[src/rtl/reg_list_store_seq_pkg.sv]
// Shared constants and state encoding for the PUSH/STMIA store sequencer.
package reg_list_store_seq_pkg;

  typedef enum logic [1:0] {
    RLS_IDLE = 2'd0,
    RLS_SEL  = 2'd1,
    RLS_XFER = 2'd2,
    RLS_WB   = 2'd3
  } rls_state_e;

  localparam logic [3:0]  SP_I       = 4'd13;
  localparam logic [3:0]  LR_I       = 4'd14;
  localparam logic [31:0] WORD_BYTES = 32'd4;

  // Byte span of n stored words.
  function automatic logic [31:0] list_bytes(input logic [3:0] n);
    return {26'd0, n, 2'b00};
  endfunction

endpackage

[src/rtl/reg_list_popcount.sv]
// Number of set bits in the 9-entry pending list ({LR, R7..R0}).
module reg_list_popcount (
  input  logic [8:0] bits,
  output logic [3:0] count
);

  always_comb begin
    // NOTE: assign a default before the loop so no path leaves count unassigned (no latch).
    count = 4'd0;
    for (int i = 0; i < 9; i++) begin
      count = count + 4'(bits[i]);
    end
  end

endmodule

[src/rtl/reg_list_store_seq.sv]
// Multi-register store sequencer: walks the pending list lowest-first, issues one
// word write per register, then performs a single base-register writeback.
module reg_list_store_seq
  import reg_list_store_seq_pkg::*;
(
  input  logic        clk,
  input  logic        rst,
  input  logic        start,
  input  logic        op_push,
  input  logic [7:0]  reg_list,
  input  logic        push_lr,
  input  logic [3:0]  base_reg,
  input  logic [31:0] base_val,
  output logic [3:0]  rd_addr,
  input  logic [31:0] rd_data,
  output logic        mem_req,
  output logic [31:0] mem_addr,
  output logic [31:0] mem_wdata,
  input  logic        mem_ack,
  output logic        wb_en,
  output logic [3:0]  wb_addr,
  output logic [31:0] wb_data,
  output logic        busy,
  output logic        done
);

  rls_state_e  state;
  logic [8:0]  pending;
  logic [8:0]  start_list;
  logic [3:0]  start_count;
  logic [31:0] span;
  logic [8:0]  pending_rest;

  // LR can only join the list for PUSH; bit 8 stands for LR.
  assign start_list   = {push_lr & op_push, reg_list};
  assign span         = list_bytes(start_count);
  assign pending_rest = pending & (pending - 9'd1);
  assign busy         = (state != RLS_IDLE);

  reg_list_popcount u_popcount (
    .bits  (start_list),
    .count (start_count)
  );

  // Lowest set pending bit wins; scanning downward lets the lowest index overwrite.
  always_comb begin
    rd_addr = 4'd0;
    if (state == RLS_SEL) begin
      for (int i = 8; i >= 0; i--) begin
        if (pending[i]) rd_addr = (i == 8) ? LR_I : 4'(i);
      end
    end
  end

  always_ff @(posedge clk) begin
    // NOTE: sequential state uses non-blocking assignments so every register sees pre-edge values.
    if (!rst) begin
      state     <= RLS_IDLE;
      pending   <= 9'd0;
      mem_req   <= 1'b0;
      mem_addr  <= 32'd0;
      mem_wdata <= 32'd0;
      wb_en     <= 1'b0;
      wb_addr   <= 4'd0;
      wb_data   <= 32'd0;
      done      <= 1'b0;
    end else begin
      wb_en <= 1'b0;
      done  <= 1'b0;
      unique case (state)
        RLS_IDLE: begin
          if (start) begin
            pending <= start_list;
            if (op_push) begin
              mem_addr <= base_val - span;
              wb_data  <= base_val - span;
              wb_addr  <= SP_I;
            end else begin
              mem_addr <= base_val;
              wb_data  <= base_val + span;
              wb_addr  <= base_reg;
            end
            if (start_count == 4'd0) begin
              state <= RLS_WB;
              wb_en <= 1'b1;
              done  <= 1'b1;
            end else begin
              state <= RLS_SEL;
            end
          end
        end
        RLS_SEL: begin
          mem_wdata <= rd_data;
          mem_req   <= 1'b1;
          state     <= RLS_XFER;
        end
        RLS_XFER: begin
          if (mem_ack) begin
            pending  <= pending_rest;
            mem_addr <= mem_addr + WORD_BYTES;
            mem_req  <= 1'b0;
            if (pending_rest == 9'd0) begin
              state <= RLS_WB;
              wb_en <= 1'b1;
              done  <= 1'b1;
            end else begin
              state <= RLS_SEL;
            end
          end
        end
        RLS_WB: begin
          state <= RLS_IDLE;
        end
        default: state <= RLS_IDLE;
      endcase
    end
  end

endmodule

[config.mk]
export PLATFORM = sky130hd
export DESIGN_NAME = reg_list_store_seq
export DESIGN_NICKNAME = d
export VERILOG_FILES = /design/src/rtl/reg_list_store_seq_pkg.sv /design/src/rtl/reg_list_popcount.sv /design/src/rtl/reg_list_store_seq.sv
export SDC_FILE = /design/constraint.sdc
export NUM_CORES = 1
export LEC_CHECK = 0
export ABC_AREA = 1
export ABC_CLOCK_PERIOD_IN_PS = 6200
export BUFFER_PORTS_ARGS = -buffer_cell sky130_fd_sc_hd__buf_4
export CORE_MARGIN = 10
export CORE_UTILIZATION = 50
export CTS_CLUSTER_DIAMETER = 100
export DETAILED_ROUTE_END_ITERATION = 10
export PLACE_DENSITY = 0.84
export SLEW_MARGIN = 0
export SYNTH_ARGS = -nofsm -noshare
export SYNTH_HDL_FRONTEND = slang
export SYNTH_SLANG_ARGS = --single-unit
export TNS_END_PERCENT = 5
[constraint.sdc]
create_clock -name clk -period 6.2 [get_ports clk]
set_input_delay 1.55 -clock clk [delete_from_list [all_inputs] [get_ports clk]]
set_output_delay 1.55 -clock clk [all_outputs]
set_load 0.05 [all_outputs]
==> flow_summary.yaml <==
detailed_routing:
  drt_pass1_iterations: 6
  first_iter_violations: 1123
  vias_per_cell: 5.55
  vias: 9433
  route.detailed.drc: 0
  ant_nets: 0
  wl_per_cell_um: 17.1
  wirelength_um: 29100
clocking:
  htree_num_levels: 4
  clockBufferDepth: 2
  post_cts.repair.setup_buffers: 0
  cts_tree: "built"
  cts_resized: 0
  cts_buffers: 17
  path_clk_slew_ns: 0.06
  clkSinkCount: 113
  worstSkewPairLatency_ns: 0.43
  clk_root_buffer_cell: "clkbuf_16"
  ctsHoldBuffers: 0
floorplan:
  dieArea_um2: 21500
  die_w_um: 147
  start_util: 0.508
  chipHeight_um: 147
  coreArea_um2: 15800
  rows: 46
  io_pins: 190
yosys:
  synth-xor-area-share: 0.0218
  ys_types: 48
  synthSimpleGateAreaFrac: 0.382
  synthCells: 1317
  synth_fa_ha_area_frac: 0.0424
  synth_area_per_cell_um2: 6.10
  ys_warn_count: 0
  synth_top_family_by_area: "simple AND/OR/NAND/NOR gates"
  yosysSeqAreaShare: 0.282
  synth-seq-cells: 113
  syn_nets: 1422
  synth_compound_area_frac: 0.163
  muxShareOfSynthArea: 0
  syn-cell-area_um2: 8040
grt:
  grt_pass1_wl_um: 46700
  overflow: 0
  grt_max_degree: 84
  grt_pass1_vias: 9058
  grt_use_total: 0.263
  antenna_found_initial: 0
layout:
  num_antenna_cells: 0
  postLayoutCellArea_um2: 10000
  fin_nets: 1576
  area_delta_synth_final_pct: 25.1
  layout-drive-gt1-share: 0.188
placement:
  port_buffers: 189
  placed_area_um2: 9470
  place_congestion: 1.02
  dpl.hpwl_um: 21600
pwr:
  report.power.total_w: 0.00359
  power_density_nw_per_um2: 357
  p_leak_nw: 4.85
  ir_drop_uv: 267
timing:
  setup-tns-final_ns: 0
  setup_viol: 0
  rsz0062_at_grt: "false"
  hold_viol: 0
  fin_crit_ns: 5.51
  post-route-period-util: 0.889
  maxSlewViolCount: 0
  clock_skew_ns: 0.00845
  slew_headroom: 0.317
  worst_pin_slew_ns: 1.02
  clock.fmax_mhz: 181
setup_path:
  worst-path-max-fanout: 7
  worstSetupEndpointType: "flop"
  r2r_slack_ns: 3.00
  reg2reg_from: "state[0]$_SDFFE_PN0P_"
  path_cells: "buf_4, ha_1, inv_1, fa_1, fa_1, fa_1, inv_1, ha_1, fa_1, xnor2_1, ha_1, a21oi_1, and2_1, o21ai_1, nand2_1, o211ai_1, nand3_1, nand2_1, inv_1"
  worst_ep_required_time_ns: 6.53
  slowest_delay_ns: 0.51
  cpMostUsedCell: "fa_1"
  start_kind: "input port"
  r2r_cells: 11
  criticalPathCategory: "input port to flop"
  crit_family: "adder cells"
  crit_path_start: "reg_list[0]"
  crit_path_top_delay_cell: "fa_1"
  crit_buf_inv: 4
  rr_endpoint: "mem_addr[6]$_SDFFE_PN0P_"
  critPathArrivalTime_ns: 5.84
min_path:
  holdPathEnd: "mem_req$_SDFFE_PN0P_"
  hp-start: "mem_req$_SDFFE_PN0P_"
  hp-class: "flop to flop"
  holdPathStages: 2
outcome:
  run_status: "finished, final reports clean"
flow_run:
  cap_violations: 0
==> per-layer routing <==
metal	GRT usage	vias up	part of all wire
li1	-	4594	-
met1	0.319	4272	0.40
met2	0.425	490	0.47
met3	0.0645	77	0.093
met4	0.131	0	0.040
met5	0	-	0
==> cells in the mapped netlist, drive strengths merged <==
library cell  instances  area, um^2
a211oi                1        7.51
a21boi                1        7.51
a21oi                72         364
a31o                  1        8.76
a31oi                16         100
and2                  3        18.8
and3                  1        6.26
buf                  28         168
clkbuf               32         141
clkinv                1        3.75
dfxtp               113        2260
dlygate4sd1           1        8.76
fa                    7         140
ha                   16         200
inv                 148         556
nand2               315        1210
nand3               110         566
nand3b                3        22.5
nand4                18         113
nor2                221         902
nor3                 27         161
nor3b                 2        20.0
nor4                  5        31.3
o2111ai               1        8.76
o211ai               16         120
o21ai               132         668
o21bai                2        15.0
o221ai                1        8.76
or2                   3        18.8
xnor2                 5        43.8
xor2                 15         131
==> area by class of cell <==
type | count | area [um^2]
inverters | 149 | 559
well taps | 216 | 270
repair buffers | 196 | 1470
fillers | 1520 | 5780
clock buffers | 18 | 429
clock inverters | 14 | 154
multi-input cells | 994 | 4900
flip-flops and latches | 113 | 2260
==> cell usage in the layout (no fill, tap or decap), drive strengths merged <==
master    Yosys  final
a211oi        1      1
a21boi        1      1
a21oi        72     72
a31o          1      1
a31oi        16     16
and2          3      3
and3          1      1
buf          28    196
bufinv        0      2
clkbuf       32     18
clkinv        1      5
clkinvlp      0      3
dfxtp       113    113
fa            7      7
ha           16     16
inv         148    153
nand2       315    315
nand3       110    110
nand3b        3      3
nand4        18     18
nor2        221    221
nor3         27     27
nor3b         2      2
nor4          5      5
o2111ai       1      1
o211ai       16     16
o21ai       132    132
o21bai        2      2
o221ai        1      1
or2           3      3
xnor2         5      5
xor2         15     15
==> worst register-to-register path, stage by stage, from the launching register on <==
cell and delay (ns):
dfxtp_1 0.33, nor2_1 0.13, inv_2 0.08, nor2_4 0.07
buf_4 0.58, inv_1 0.46, nand2_1 0.16, buf_4 0.49
inv_2 0.33, nor2_2 0.23, o21ai_0 0.11, a21oi_1 0.16
==> flip-flops by register name, summed over array words and instances (netlist names) <==
signal and cells:
done 1, wb_data 32, wb_addr 4, mem_req 1, state 2, mem_wdata 32, mem_addr 32, pending 9
==> logic make-up (layout without fill, tap and decap cells) <==
logic type | Yosys count | count (layout)
simple gates | 708 | 708
compound gates | 243 | 243
buf+inv | 210 | 377
flops | 113 | 113
fa+ha+maj | 23 | 23
xor+xnor | 20 | 20
==> through the flow <==
stage	hold WS (ns)	setup slack, ns	util	instances
CTS	0.465	0.701	0.635	1700
global placement	0.449	0.300	0.598	1668
global route	0.479	0.385	0.635	1700
finish	0.464	0.688	0.635	1700
detailed placement	0.455	0.269	0.598	1668
floorplan	0.423	0.782	-	1317
==> power by group <==
part,internal (W),switching [W]
clock network,0.000596,0.000391
registers,0.000867,0.000134
logic,0.000463,0.00114
total,0.00193,0.00166
==> worst max path at each step <==
stage | endpoint | depth (start not counted)
2_1_floorplan | wb_data[18]$_SDFFE_PN0P_ | 21
3_3_place_gp | wb_data[31]$_SDFFE_PN0P_ | 22
5_1_grt | mem_addr[31]$_SDFFE_PN0P_ | 24
3_5_place_dp | wb_data[9]$_SDFFE_PN0P_ | 19
6_report | wb_data[9]$_SDFFE_PN0P_ | 19
4_1_cts | wb_data[9]$_SDFFE_PN0P_ | 19
Note: power is estimated with default switching activity, not from simulation.
